`src/rtl/mem_arbiter.sv`:
```
// Three-port SRAM arbiter (loader, load/store, fetch) with a read tag pipeline.
// Define MEMARB_ROUND_ROBIN_EN for round-robin arbitration; default is fixed priority.

module mem_arbiter #(
    parameter int unsigned MEM_AW       = 10,
    parameter int unsigned MEM_LAT      = 1,
    parameter int unsigned STARVE_LIMIT = 8
) (
    input  logic              clk,
    input  logic              reset,
    input  logic              ld_req,
    input  logic              ld_we,
    input  logic [31:0]       ld_addr,
    input  logic [31:0]       ld_wdata,
    output logic              ld_gnt,
    output logic              ld_rvalid,
    input  logic              dt_req,
    input  logic              dt_we,
    input  logic [31:0]       dt_addr,
    input  logic [31:0]       dt_wdata,
    output logic              dt_gnt,
    output logic              dt_rvalid,
    input  logic              if_req,
    input  logic [31:0]       if_addr,
    output logic              if_gnt,
    output logic              if_rvalid,
    output logic [31:0]       rdata,
    output logic              mem_en,
    output logic              mem_we,
    output logic [MEM_AW-1:0] mem_addr,
    output logic [31:0]       mem_wdata,
    input  logic [31:0]       mem_rdata,
    output logic [2:0]        starved
);

    localparam logic [1:0] ID_LD = 2'd0;
    localparam logic [1:0] ID_DT = 2'd1;
    localparam logic [1:0] ID_IF = 2'd2;

    logic       w_gnt_vld;
    logic       w_gnt_act;
    logic [1:0] w_gnt_id;

`ifdef MEMARB_ROUND_ROBIN_EN
    logic [1:0] r_ptr;

    // Search order starts just after the last granted port.
    always_comb begin
        w_gnt_vld = 1'b1;
        w_gnt_id  = ID_LD;
        unique case (r_ptr)
            ID_LD: begin
                if (dt_req)      w_gnt_id = ID_DT;
                else if (if_req) w_gnt_id = ID_IF;
                else if (ld_req) w_gnt_id = ID_LD;
                else             w_gnt_vld = 1'b0;
            end
            ID_DT: begin
                if (if_req)      w_gnt_id = ID_IF;
                else if (ld_req) w_gnt_id = ID_LD;
                else if (dt_req) w_gnt_id = ID_DT;
                else             w_gnt_vld = 1'b0;
            end
            default: begin
                if (ld_req)      w_gnt_id = ID_LD;
                else if (dt_req) w_gnt_id = ID_DT;
                else if (if_req) w_gnt_id = ID_IF;
                else             w_gnt_vld = 1'b0;
            end
        endcase
    end

    always_ff @(posedge clk) begin
        if (reset) begin
            r_ptr <= ID_IF;
        end else if (w_gnt_vld) begin
            r_ptr <= w_gnt_id;
        end
    end

    assign starved = 3'b000;
`else
    localparam int unsigned      CNT_W   = $clog2(STARVE_LIMIT + 1);
    localparam logic [CNT_W-1:0] CNT_MAX = CNT_W'(STARVE_LIMIT);

    logic [CNT_W-1:0] r_dt_cnt;
    logic [CNT_W-1:0] r_if_cnt;
    logic             w_dt_stv;
    logic             w_if_stv;

    assign w_dt_stv = (r_dt_cnt == CNT_MAX);
    assign w_if_stv = (r_if_cnt == CNT_MAX);

    // A starved requester outranks everything else; dt wins a starvation tie.
    always_comb begin
        w_gnt_vld = 1'b1;
        w_gnt_id  = ID_LD;
        if (w_dt_stv && dt_req)      w_gnt_id = ID_DT;
        else if (w_if_stv && if_req) w_gnt_id = ID_IF;
        else if (ld_req)             w_gnt_id = ID_LD;
        else if (dt_req)             w_gnt_id = ID_DT;
        else if (if_req)             w_gnt_id = ID_IF;
        else                         w_gnt_vld = 1'b0;
    end

    always_ff @(posedge clk) begin
        if (reset) begin
            r_dt_cnt <= '0;
            r_if_cnt <= '0;
        end else begin
            if (!dt_req || (w_gnt_vld && w_gnt_id == ID_DT)) r_dt_cnt <= '0;
            else if (!w_dt_stv)                              r_dt_cnt <= r_dt_cnt + CNT_W'(1);
            if (!if_req || (w_gnt_vld && w_gnt_id == ID_IF)) r_if_cnt <= '0;
            else if (!w_if_stv)                              r_if_cnt <= r_if_cnt + CNT_W'(1);
        end
    end

    assign starved = reset ? 3'b000 : {w_if_stv, w_dt_stv, 1'b0};
`endif

    assign w_gnt_act = w_gnt_vld && !reset;
    assign ld_gnt    = w_gnt_act && (w_gnt_id == ID_LD);
    assign dt_gnt    = w_gnt_act && (w_gnt_id == ID_DT);
    assign if_gnt    = w_gnt_act && (w_gnt_id == ID_IF);

    always_comb begin
        mem_en    = w_gnt_act;
        mem_we    = 1'b0;
        mem_addr  = '0;
        mem_wdata = '0;
        if (w_gnt_act) begin
            unique case (w_gnt_id)
                ID_LD: begin
                    mem_we    = ld_we;
                    mem_addr  = ld_addr[MEM_AW+1:2];
                    mem_wdata = ld_wdata;
                end
                ID_DT: begin
                    mem_we    = dt_we;
                    mem_addr  = dt_addr[MEM_AW+1:2];
                    mem_wdata = dt_wdata;
                end
                ID_IF: begin
                    mem_addr  = if_addr[MEM_AW+1:2];
                end
                default: begin
                    mem_en    = 1'b0;
                end
            endcase
        end
    end

    logic       r_tag0_vld;
    logic [1:0] r_tag0_id;
    logic       w_last_vld;
    logic [1:0] w_last_id;

    always_ff @(posedge clk) begin
        if (reset) begin
            r_tag0_vld <= 1'b0;
            r_tag0_id  <= ID_LD;
        end else begin
            r_tag0_vld <= w_gnt_act && !mem_we;
            r_tag0_id  <= w_gnt_id;
        end
    end

    generate
        if (MEM_LAT >= 2) begin : g_lat2
            logic       r_tag1_vld;
            logic [1:0] r_tag1_id;

            always_ff @(posedge clk) begin
                if (reset) begin
                    r_tag1_vld <= 1'b0;
                    r_tag1_id  <= ID_LD;
                end else begin
                    r_tag1_vld <= r_tag0_vld;
                    r_tag1_id  <= r_tag0_id;
                end
            end

            assign w_last_vld = r_tag1_vld;
            assign w_last_id  = r_tag1_id;
        end else begin : g_lat1
            assign w_last_vld = r_tag0_vld;
            assign w_last_id  = r_tag0_id;
        end
    endgenerate

    assign ld_rvalid = !reset && w_last_vld && (w_last_id == ID_LD);
    assign dt_rvalid = !reset && w_last_vld && (w_last_id == ID_DT);
    assign if_rvalid = !reset && w_last_vld && (w_last_id == ID_IF);
    assign rdata     = mem_rdata;

    // Byte-offset and upper address bits are not part of the word address.
    logic w_unused;
    assign w_unused = ^{ld_addr[31:MEM_AW+2], ld_addr[1:0], dt_addr[31:MEM_AW+2], dt_addr[1:0],
                        if_addr[31:MEM_AW+2], if_addr[1:0]};

endmodule

```
`config.mk`:
```
export PLATFORM = sky130hd
export DESIGN_NAME = mem_arbiter
export DESIGN_NICKNAME = d
export VERILOG_FILES = /design/src/rtl/mem_arbiter.sv
export SDC_FILE = /design/constraint.sdc
export NUM_CORES = 1
export LEC_CHECK = 0
export CORE_AREA = 8 8 104 106
export CTS_CLUSTER_DIAMETER = 30
export DETAILED_ROUTE_END_ITERATION = 12
export DIE_AREA = 0 0 112 114
export DONT_BUFFER_PORTS = 1
export PLACE_DENSITY_LB_ADDON = 0.12
export RECOVER_POWER = 25
export SLEW_MARGIN = 10
export SYNTH_ARGS = -nofsm -noshare
export SYNTH_HDL_FRONTEND = slang
export SYNTH_SLANG_ARGS = --single-unit
```
`constraint.sdc`:
```
create_clock -name clk -period 3.1 [get_ports clk]
set_clock_uncertainty 0.05 [all_clocks]
set_input_delay 0.93 -clock clk [delete_from_list [all_inputs] [get_ports clk]]
set_output_delay 0.93 -clock clk [all_outputs]
set_load 0.02 [all_outputs]
```
==> impl_results.md <==
* Dpl ws at -0.01072 ns
* Syn-to-layout area delta at 16.61%
* CP Max Fanout at 5
* Post-synthesis xor/xnor area fraction at 2.850%
* FF+latch count, synth at 11
* Hold Path Cell Cnt at 1
* Period utilisation layout at 99.91%
* CTS tree: done
* Synth Instances at 183
* Fin nets at 374
* Dpl cells at 272
* CTS buffer count at 3
* Number of global-route vias before repair at 1,508
* Post-Syn Area at 1536 um^2
* Worst-path clk slew at 0.05 ns
* Core Region at 9109 um^2
* Antenna Nets Post-Route at 0
* Synth Area in Simple Gates at 14.74%
* I/O pin total at 284
* Hold EP: r_dt_cnt[0]
* Worst vdd ir at 0.1181 mV
* PortBufs at 0
* Post-synthesis mux area share at 0%
* Slack of the critical path at 0.002776 ns
* Register area at 220.2 um^2
* Pleak at 0.6634 nW
* Final wirelength at 7.281 mm
* Ys Warns at 0
* First-pass GRT wire length at 9.549 mm
* Commonest non-fill, non-tap cells in the layout: 30 x a22o_1, 18 x buf_4, 11 x nor2_1, 11 x dfxtp_1, 10 x a32o_1
* DR iter-0 viols at 82
* # rows at 35
* Drt first pass iters at 4
* Critical path class: in2out
* Register area share after synthesis at 14.33%
* Largest net degree at the start of global routing at 38
* Mean routed wirelength per cell at 25.91 um
* Syn_nets at 386
* Die ar. at 12,770 um^2
* Hold buffer count at cts at 0
* Final Max Tran Viols at 0
* PD cells at 282.5 nW/um^2
* Yosys cell types at 36
* Post-DR vias/cell at 5.270
* # setup viols final at 0
* DP HPWL at 5.674 mm
* Die height at 114 um
* Tmin final at 3.097 ns
* Synth Area in Adders at 3.257%
* Residual DRC count at 0
* Hold Path Class: reg2reg
* Routability-driven placement congestion ratio at 0.7325
* Finished Cell Area at 1792 um^2
* Total chip power at 0.5062 mW
* Unrepaired setup endpoints after global routing: yes
* Latest clock arrival within the worst-skew pair at 0.24 ns
* Placement Cell Area at 1546 um^2
* H-tree depth at 1
* Hold Startpoint: r_dt_cnt[0]
* Max_cap viols at 0
* Root Driver: clkbuf_8
* FILL cells at 1,001
* Initial antenna violation count at 0
* Worst r2r src: r_if_cnt[0]
* Die X at 112 um
* Multi-input logic area at 1012 um^2
* Ant. Diodes at 0
* Reg2Reg Setup Slack at 1.37 ns
* Compound-Gate Fraction of Synth Area at 39.82%
* Total routing usage reported by global routing at 9.463%
* Critical Path AT at 2.12 ns
* Syn Area/Cell at 8.396 um^2
* Status: complete, no violations
* FMAX at 322.9 MHz
* Starting density of the core at 16.87%
* Commonest non-fill, non-tap cell in the layout: a22o_1
* Final cell count without fillers at 281
* Critical Path RT at 2.12 ns
* Final Hold Viols at 0
* Sinks on Clock Net at 11
* Setup_tns at 0 ns
* Crit end category: output port
* Largest family of logic cells by synthesized area: compound AO/OA/AOI/OAI gates
* Setup crit start kind: input pin
* Bufs on Longest Clock Path at 2
* Share of layout cells above drive strength 1 at 28.82%
* Worst reg2reg path endpoint: r_tag0_vld
* Remaining Overflow, GRT at 0
* DR vias at 1,481
* R2R depth at 7
worst max path at each step:
stage / from / to / slack [ns] / depth (start not counted)
4_1_cts: r_if_cnt[0] / mem_wdata[0] / 0.01 / 8
2_1_floorplan: reset / mem_addr[1] / 0.03 / 5
3_3_place_gp: if_req / mem_addr[9] / -0.03 / 6
3_5_place_dp: if_req / mem_wdata[22] / -0.01 / 6
5_1_grt: if_req / mem_wdata[22] / -0.01 / 7
6_report: if_req / mem_wdata[0] / 0.003 / 7
metal layers:
layer	share of wire, %	track usage, %	vias up
li1	-	-	652
met1	35	8.677	693
met2	52	18.42	130
met3	13	5.230	6
met4	0.58	1.079	0
met5	0	0	-
cell usage after synthesis (all sizes together):
cell     count  area share (%)
nand2        5             1.2
ha           4             3.3
and3         1            0.41
a22o        32              18
conb         1            0.24
o2bb2ai     10             5.7
buf         42              22
o21ai        3            0.98
and4b        1            0.90
nand3b       2            0.98
nor4bb       2             1.3
nand3        3            0.98
or2          1            0.41
nand2b       1            0.41
xor2         2             1.1
inv          6             1.5
o211ai       1            0.49
nor4b        2             1.1
nor3         2            0.65
a211o        1            0.57
a221oi      10             5.7
o21a         1            0.49
dfxtp       11              14
and3b        3             1.7
a21oi        2            0.65
a21boi       1            0.49
nor2        12             3.4
nor2b        2            0.81
a32o        10             6.5
xnor2        3             1.7
clkbuf       5             1.2
nor4         1            0.41
registers in the layout, summed over array words and instances (netlist names):
register,flops
r_tag0_vld,1
r_dt_cnt,4
r_tag0_id,2
r_if_cnt,4
final cells by class:
class,count,share of cell area [%]
multi-input cells,119,56.49
repair buffers,30,19.69
flip-flops and latches,11,12.29
well taps,111,7.751
clock buffers,4,2.514
inverters,6,1.257
where the power goes:
group | leakage [nW] | switching [mW] | internal, mW
Clock | 0.0228 | 0.0549 | 0.0903
Combinational | 0.551 | 0.127 | 0.0856
Sequential | 0.0895 | 0.00318 | 0.145
Total | 0.663 | 0.185 | 0.321
per-stage QoR:
stage / hold WS, ns / util (%)
after floorplan: 0.4044 / -
after global placement: 0.4251 / 16.98
after detailed placement: 0.4427 / 16.98
after CTS: 0.4494 / 17.57
after global routing: 0.4907 / 19.67
final: 0.4487 / 19.67
timing repair:
action	CTS	global route
gates resized for setup	2	15
endpoints found under the setup margin	2	20
setup buffers	0	1
cloned	0	4
pin swaps	0	7
critical path: stages:
cell     delay [ns]
and4b_4        0.27
o21a_1         0.20
nor2_4         0.05
buf_12         0.15
buf_12         0.13
a22o_4         0.25
buf_6          0.13
cells by family (layout without fill, tap and decap cells):
| family | Yosys count | count (layout) |
|---|---|---|
| AO/OA/AOI/OAI | 71 | 71 |
| buffers and inverters | 53 | 40 |
| AND/OR/NAND/NOR | 38 | 38 |
| flip-flops | 11 | 11 |
| XOR/XNOR | 5 | 5 |
| adder cells (fa/ha/maj) | 4 | 4 |
| other | 1 | 1 |
Power figures use the tool's default switching activity.
